### config.mk
export PLATFORM = sky130hd
export DESIGN_NAME = sound_ch3_sequencer
export DESIGN_NICKNAME = d
export VERILOG_FILES = /design/src/rtl/sound_ch3_sequencer.sv
export SDC_FILE = /design/constraint.sdc
export NUM_CORES = 1
export LEC_CHECK = 0
export ABC_CLOCK_PERIOD_IN_PS = 2900
export CAP_MARGIN = 20
export CORE_ASPECT_RATIO = 0.7
export CORE_MARGIN = 4
export CORE_UTILIZATION = 50
export DETAILED_ROUTE_END_ITERATION = 10
export PLACE_DENSITY_LB_ADDON = 0.2
export SETUP_SLACK_MARGIN = 0.3
export SLEW_MARGIN = 20
export SYNTH_ARGS = -nofsm -noshare
export SYNTH_HDL_FRONTEND = slang
export SYNTH_SLANG_ARGS = --single-unit
### constraint.sdc
create_clock -name I_CLK -period 2.9 [get_ports I_CLK]
set_clock_uncertainty 0.15 [all_clocks]
set_input_delay 0.58 -clock I_CLK [delete_from_list [all_inputs] [get_ports I_CLK]]
set_output_delay 0.58 -clock I_CLK [all_outputs]
set_load 0.01 [all_outputs]
### src/rtl/sound_ch3_sequencer.sv
// Frame sequencer (512 Hz step, length/sweep/envelope strobes) and channel-3
// length counter, trigger and on/off control.
module sound_ch3_sequencer #(
    parameter int unsigned DIV_512 = 8192
) (
    input  logic       I_CLK,
    input  logic       I_RESET_L,
    input  logic       I_APU_EN,
    input  logic       I_DAC_EN,
    input  logic       I_NR31_WR,
    input  logic [7:0] I_NR31_DATA,
    input  logic       I_NR34_WR,
    input  logic [7:0] I_NR34_DATA,
    output logic [2:0] O_FS_STEP,
    output logic       O_LENGTH_TICK,
    output logic       O_SWEEP_TICK,
    output logic       O_ENV_TICK,
    output logic       O_CH3_TRIGGER,
    output logic       O_CH3_ON,
    output logic [8:0] O_LENGTH_COUNT
);

    localparam logic [15:0] TC_VAL = 16'(DIV_512 - 1);

    logic [15:0] prescaler;
    logic [2:0]  step;
    logic        len_en;
    logic [8:0]  len_count;

    logic        tc;
    logic        trig;
    logic        len_dec;
    logic [8:0]  len_base;
    logic [8:0]  len_next;
    logic        on_next;

    // Returns {length, sweep, envelope} tick flags for an executed step.
    function automatic logic [2:0] decode_ticks(input logic [2:0] s);
        decode_ticks[2] = ~s[0];
        decode_ticks[1] = (s == 3'd2) || (s == 3'd6);
        decode_ticks[0] = (s == 3'd7);
    endfunction

    assign tc             = (prescaler == TC_VAL);
    assign O_FS_STEP      = step;
    assign O_LENGTH_COUNT = len_count;

    always_comb begin
        trig     = I_NR34_WR & I_NR34_DATA[7];
        len_base = I_NR31_WR ? (9'd256 - {1'b0, I_NR31_DATA}) : len_count;
        // The registered length strobe drives the decrement; writes take precedence.
        len_dec  = O_LENGTH_TICK & len_en & (len_count != 9'd0) & ~I_NR31_WR & ~trig;

        len_next = len_base;
        if (trig && len_base == 9'd0)
            len_next = 9'd256;
        else if (len_dec)
            len_next = len_count - 9'd1;

        on_next = O_CH3_ON;
        if (!I_DAC_EN)
            on_next = 1'b0;
        else if (trig)
            on_next = 1'b1;
        else if (len_dec && len_count == 9'd1)
            on_next = 1'b0;
    end

    always_ff @(posedge I_CLK) begin
        if (!I_APU_EN || !I_RESET_L) begin
            prescaler     <= '0;
            step          <= '0;
            len_en        <= 1'b0;
            len_count     <= '0;
            O_LENGTH_TICK <= 1'b0;
            O_SWEEP_TICK  <= 1'b0;
            O_ENV_TICK    <= 1'b0;
            O_CH3_TRIGGER <= 1'b0;
            O_CH3_ON      <= 1'b0;
        end else begin
            prescaler <= tc ? 16'd0 : prescaler + 16'd1;
            if (tc)
                step <= step + 3'd1;
            {O_LENGTH_TICK, O_SWEEP_TICK, O_ENV_TICK} <= tc ? decode_ticks(step) : 3'b000;
            O_CH3_TRIGGER <= trig;
            O_CH3_ON      <= on_next;
            len_count     <= len_next;
            if (I_NR34_WR)
                len_en <= I_NR34_DATA[6];
        end
    end

endmodule

==> results of run 1 <==
==> cell families (layout without fill, tap and decap cells) <==
kind of cell / Yosys count / after routing / share of synthesized area
compound gates: 23 / 23 / 0.104
flops: 34 / 34 / 0.379
fa+ha+maj: 7 / 7 / 0.0488
xor+xnor: 22 / 22 / 0.107
buf+inv: 20 / 56 / 0.0474
simple gates: 99 / 99 / 0.286
mux: 5 / 5 / 0.0279
==> worst reg2reg max path, cell delays in order (launching register included) <==
cell and delay, ns:
dfxtp_1 0.38, inv_1 0.11, ha_2 0.22, or3b_2 0.52, or3_4 0.39, nand2_2 0.10, buf_4 0.18, a2bb2oi_1 0.22
a21oi_1 0.09
==> per-layer routing <==
layer | global-route usage | share of wire | vias up
li1 | - | - | 809
met1 | 0.292 | 0.51 | 770
met2 | 0.262 | 0.41 | 51
met3 | 0.0606 | 0.063 | 8
met4 | 0.0760 | 0.015 | 0
met5 | 0 | 0 | -
==> power by group <==
part / leakage [nW] / switching (mW) / internal, mW
Combinational: 0.545 / 0.0673 / 0.0648
Clock: 0.0482 / 0.167 / 0.191
Sequential: 0.275 / 0.00917 / 0.474
Total: 0.869 / 0.243 / 0.730
==> state kept, by name, summed over array words and instances (netlist names) <==
| register | cells |
|---|---|
| prescaler | 16 |
| O_FS_STEP | 3 |
| O_SWEEP_TICK | 1 |
| O_LENGTH_COUNT | 9 |
| O_ENV_TICK | 1 |
| O_CH3_TRIGGER | 1 |
| len_en | 1 |
| O_CH3_ON | 1 |
| O_LENGTH_TICK | 1 |
==> metrics by stage <==
| stage | hold slack (ns) | utilization | std cells | instance area [sq um] | power, mW |
|---|---|---|---|---|---|
| 2_1_floorplan | 0.288 | - | 210 | 1800 | 0.568 |
| 3_3_place_gp | 0.311 | 0.658 | 285 | 2170 | 0.619 |
| 3_5_place_dp | 0.336 | 0.658 | 285 | 2170 | 0.620 |
| 4_1_cts | 0.352 | 0.685 | 293 | 2260 | 0.975 |
| 5_1_grt | 0.377 | 0.688 | 293 | 2270 | 1.02 |
| 6_report | 0.348 | 0.688 | 293 | 2270 | 0.973 |
==> timing repair <==
action | CTS | global route
resized for setup | 0 | 2
hold endpoints to repair | 0 | 0
setup endpoints to repair | 0 | 4
==> final cells by class <==
type	instances	area (sq um)	share of cell area
Multi-Input combinational cell	156	1040	0.458
Clock buffer	7	86.3	0.0381
Tap cell	47	58.8	0.0259
Sequential cell	34	681	0.300
Inverter	11	41.3	0.0182
Clock inverter	1	5.00	0.00221
Timing Repair Buffer	37	358	0.158
==> synthesized netlist by cell type, drive strengths merged <==
cell	n	area, sq um
a211oi	7	72.6
a21oi	5	25.0
a2bb2oi	1	8.76
a311oi	1	15.0
a31oi	2	12.5
a41o	1	10.0
a41oi	1	8.76
and2	2	12.5
and3	8	50.1
and4	3	26.3
and4b	1	10.0
buf	3	21.3
clkbuf	6	22.5
dfxtp	34	681
ha	7	87.6
inv	11	41.3
mux2i	5	50.1
nand2	11	43.8
nand2b	1	6.26
nand3	12	60.1
nand3b	2	15.0
nand4	5	31.3
nand4b	1	8.76
nor2	31	116
nor2b	1	6.26
nor3	10	50.1
nor3b	2	15.0
nor4	4	25.0
o211ai	1	7.51
o21ai	1	5.00
o22ai	2	12.5
o311ai	1	8.76
or2	1	6.26
or3	1	6.26
or3b	1	8.76
or4	2	15.0
xnor2	8	70.1
xor2	14	123
==> worst max path at each step <==
stage	to	slack, ns
final	O_LENGTH_COUNT[5]	0.40
after global routing	O_LENGTH_COUNT[5]	0.30
after CTS	O_LENGTH_COUNT[5]	0.32
after detailed placement	O_LENGTH_COUNT[8]	0.29
after global placement	O_LENGTH_COUNT[8]	0.32
after floorplan	O_LENGTH_COUNT[5]	0.60
==> summary.txt, run 1 <==
Critical-path top delay cell -> or3b_2
Largest net degree at the start of global routing -> 22
Max-slew headroom -> 0.485
Clock buffer depth -> 2
Unrepaired setup endpoints after global routing -> false
Core area -> 3300 sq um
Flip-flop and latch count after synthesis -> 34
First-pass GRT wire length -> 6930 microns
Layout net count -> 274
Static Leakage -> 0.869 nW
Initial antenna violation count -> 0
Fin. Hold Viols -> 0
Max rail drop VDD -> 0.346 mV
WL final -> 4280 microns
CP delay by family, top -> simple AND/OR/NAND/NOR gates
F_max -> 0.400 GHz
Setup Buffers After CTS -> 0
Syn Nets -> 239
Total GRT Usage -> 0.197
Hold_sp -> O_FS_STEP[1]
IO Count -> 39
Final WS setup -> 0.398 ns
Area growth, synth to finish -> 26.3%
CTS tree -> done
Worst skew pair latency -> 0.29 ns
Worst Path Required -> 2.89 ns
Sequential cell area fraction in the yosys report -> 0.379
CP Cell Sequence -> inv_1 > ha_2 > or3b_2 > or3_4 > nand2_2 > buf_4 > a2bb2oi_1 > a21oi_1
Kind of critical path -> register to register
Setup-failing EPs final -> 0
Minimum clock period -> 2.50 ns
Hold path depth -> 2
Cells on worst reg2reg path -> 8
Slowest stage delay, CP -> 0.52 ns
Num CTS Buffers -> 5
Syn_area_per_cell -> 8.55 sq um
Leading cell types in the layout, fill and taps excluded -> dfxtp_1, clkdlybuf4s50_1, nor2_1
Wire per inst -> 14.6 microns
Num rows -> 17
Commonest non-fill, non-tap cell in the layout -> dfxtp_1
TNS Setup -> 0 ns
# DRC -> 0
Distinct cells, synth -> 41
Setup WS pre-CTS -> 0.291 ns
Drt first pass iters -> 4
Status -> complete, no violations
Crit path launch type -> register
Period utilization -> 0.863
Syn Inst Count -> 210
Die height -> 58.1 microns
Die area -> 4630 sq um
Worst setup EP type -> register
R2R Setup Slk -> 0.40 ns
CTS Hold Bufs -> 0
Crit Path Max Fanout -> 10
CTS sink cnt -> 34
Worst-Margin Slew -> 0.771 ns
Antenna Cells -> 0
Cell Area, Synth -> 1800 sq um
Power density over the cells -> 429 nW/um^2
Clk slew on worst S/H paths -> 0.07 ns
Final slew viol count -> 0
I/O Buffers -> 32
DRC violation total after the first TritonRoute iteration -> 123
Die Wd -> 79.6 microns
Vias after detailed routing -> 1638
Worst Path Arrival -> 2.49 ns
WP depth -> 8
Total grt overflow -> 0
FILL cells -> 275
Worst reg2reg startpoint -> O_LENGTH_COUNT[0]
Worst Hold Class -> register to register
Synth Warn # -> 0
CP startpoint -> O_LENGTH_COUNT[0]
Worst path buffer plus inverter count -> 2
Hold endpoint -> O_FS_STEP[1]
GPL Wtd Cong -> 0.839
Vias in the first global route -> 1474
Htree depth -> 2
Root Driver -> clkbuf_8
Starting Density -> 0.545
Reg-to-Reg End -> O_LENGTH_COUNT[5]
Max-Cap Viols -> 0
HPWL after DPL -> 3150 microns
Fraction of layout cells with a size suffix above 1 -> 0.0894
Post-route ant nets -> 0
Vias per cell -> 5.59
(Power assumes the default switching activity.)
==> run 2, diff against run 1 <==
Settings changed: GPL_ROUTABILITY_DRIVEN set to 0, SETUP_SLACK_MARGIN 0.3 to unset.
==> summary.txt, run 2 (synthesis gave the netlist of run 1 again) <==
Vias after detailed routing -> 1617
Critical-path top delay cell -> or3b_2
Fin. Hold Viols -> 0
Final WS setup -> 0.322 ns
Kind of critical path -> register to register
Starting Density -> 0.545
Worst Path Required -> 2.89 ns
Crit path launch type -> register
Clock buffer depth -> 2
Clk slew on worst S/H paths -> 0.07 ns
Hold path depth -> 2
Hold_sp -> O_FS_STEP[1]
Total grt overflow -> 0
Die height -> 58.1 microns
Setup-failing EPs final -> 0
Status -> complete, no violations
Cells on worst reg2reg path -> 8
Post-route ant nets -> 0
F_max -> 0.388 GHz
Die area -> 4630 sq um
Unrepaired setup endpoints after global routing -> false
Htree depth -> 2
Leading cell types in the layout, fill and taps excluded -> dfxtp_1, clkdlybuf4s50_1, nor2_1
Crit Path Max Fanout -> 10
R2R Setup Slk -> 0.32 ns
Slowest stage delay, CP -> 0.51 ns
Die Wd -> 79.6 microns
Largest net degree at the start of global routing -> 22
HPWL after DPL -> 3150 microns
Worst reg2reg startpoint -> O_LENGTH_COUNT[0]
Worst Path Arrival -> 2.57 ns
Initial antenna violation count -> 0
Hold endpoint -> O_FS_STEP[1]
Footprint of the multi-input gates -> 1030 sq um
First-pass GRT wire length -> 6930 microns
CP delay by family, top -> simple AND/OR/NAND/NOR gates
TNS Setup -> 0 ns
Fraction of layout cells with a size suffix above 1 -> 0.0813
Reg with most FFs -> prescaler
Core area -> 3300 sq um
Max-slew headroom -> 0.486
Total GRT Usage -> 0.197
Setup Buffers After CTS -> 0
Vias in the first global route -> 1474
WL final -> 4230 microns
Power density over the cells -> 429 nW/um^2
Drt first pass iters -> 4
Worst-Margin Slew -> 0.770 ns
CP Cell Sequence -> inv_1 > ha_1 > or3b_2 > or3_1 > nand2_2 > buf_4 > a2bb2oi_1 > a21oi_1
Worst path buffer plus inverter count -> 2
Max rail drop VDD -> 0.346 mV
CTS sink cnt -> 34
Minimum clock period -> 2.58 ns
Reg-to-Reg End -> O_LENGTH_COUNT[5]
Register area -> 681 sq um
CTS tree -> done
CTS Hold Bufs -> 0
Inst Count DP -> 285
FILL cells -> 275
Layout net count -> 274
Vias per cell -> 5.52
Period utilization -> 0.889
Root Driver -> clkbuf_8
Final slew viol count -> 0
DRC violation total after the first TritonRoute iteration -> 101
Wire per inst -> 14.4 microns
Finished Layout Cells -> 293
CTS-repair resized insts -> 0
Num CTS Buffers -> 5
Worst Hold Class -> register to register
Commonest non-fill, non-tap cell in the layout -> dfxtp_1
Static Leakage -> 0.869 nW
Worst setup EP type -> register
Antenna Cells -> 0
IO Count -> 39
Area growth, synth to finish -> 25.9%
I/O Buffers -> 32
# DRC -> 0
Max reg flops -> 16
Num rows -> 17
Worst skew pair latency -> 0.29 ns
Setup WS pre-CTS -> 0.291 ns
Max-Cap Viols -> 0
## run 2: worst max-delay path by stage
stage,from,end,depth (start not counted)
6_report,O_LENGTH_COUNT[0],O_LENGTH_COUNT[5],8
5_1_grt,O_LENGTH_COUNT[0],O_LENGTH_COUNT[5],8
4_1_cts,O_LENGTH_COUNT[0],O_LENGTH_COUNT[5],8
3_5_place_dp,I_NR31_DATA[0],O_LENGTH_COUNT[8],8
3_3_place_gp,I_NR31_DATA[0],O_LENGTH_COUNT[8],8
2_1_floorplan,O_LENGTH_COUNT[0],O_LENGTH_COUNT[5],9
## run 2: worst reg2reg max path: stages, from the launching register on
cell and delay (ns):
dfxtp_1 0.38, inv_1 0.11, ha_1 0.23, or3b_2 0.51
or3_1 0.44, nand2_2 0.12, buf_4 0.18, a2bb2oi_1 0.22
a21oi_1 0.09
## run 2: through the flow
step / total power [mW] / utilization / cell area [sq um] / hold WS, ns
floorplan: 0.568 / - / 1800 / 0.288
global placement: 0.619 / 0.658 / 2170 / 0.311
detailed placement: 0.620 / 0.658 / 2170 / 0.336
CTS: 0.975 / 0.685 / 2260 / 0.352
global route: 1.01 / 0.685 / 2260 / 0.377
finish: 0.970 / 0.685 / 2260 / 0.348
## run 2: final cells by class
type	instances	area share
Clock inverter	1	0.00221
Multi-Input combinational cell	156	0.456
Tap cell	47	0.0260
Sequential cell	34	0.301
Clock buffer	7	0.0382
Inverter	11	0.0183
Timing Repair Buffer	37	0.158
## run 2: power breakdown
group	internal (mW)	leakage, nW	switching, mW	total (mW)
registers	0.474	0.275	0.00902	0.483
logic	0.0626	0.546	0.0665	0.129
clock network	0.191	0.0482	0.167	0.358
## run 2: layer usage
metal  track usage  wire, microns  vias to the layer above
met4        0.0760             63                        0
met2         0.262           1680                       49
met3        0.0606            281                        8
met1         0.292           2210                      749
li1              -              -                      811
met5             0              0                        -
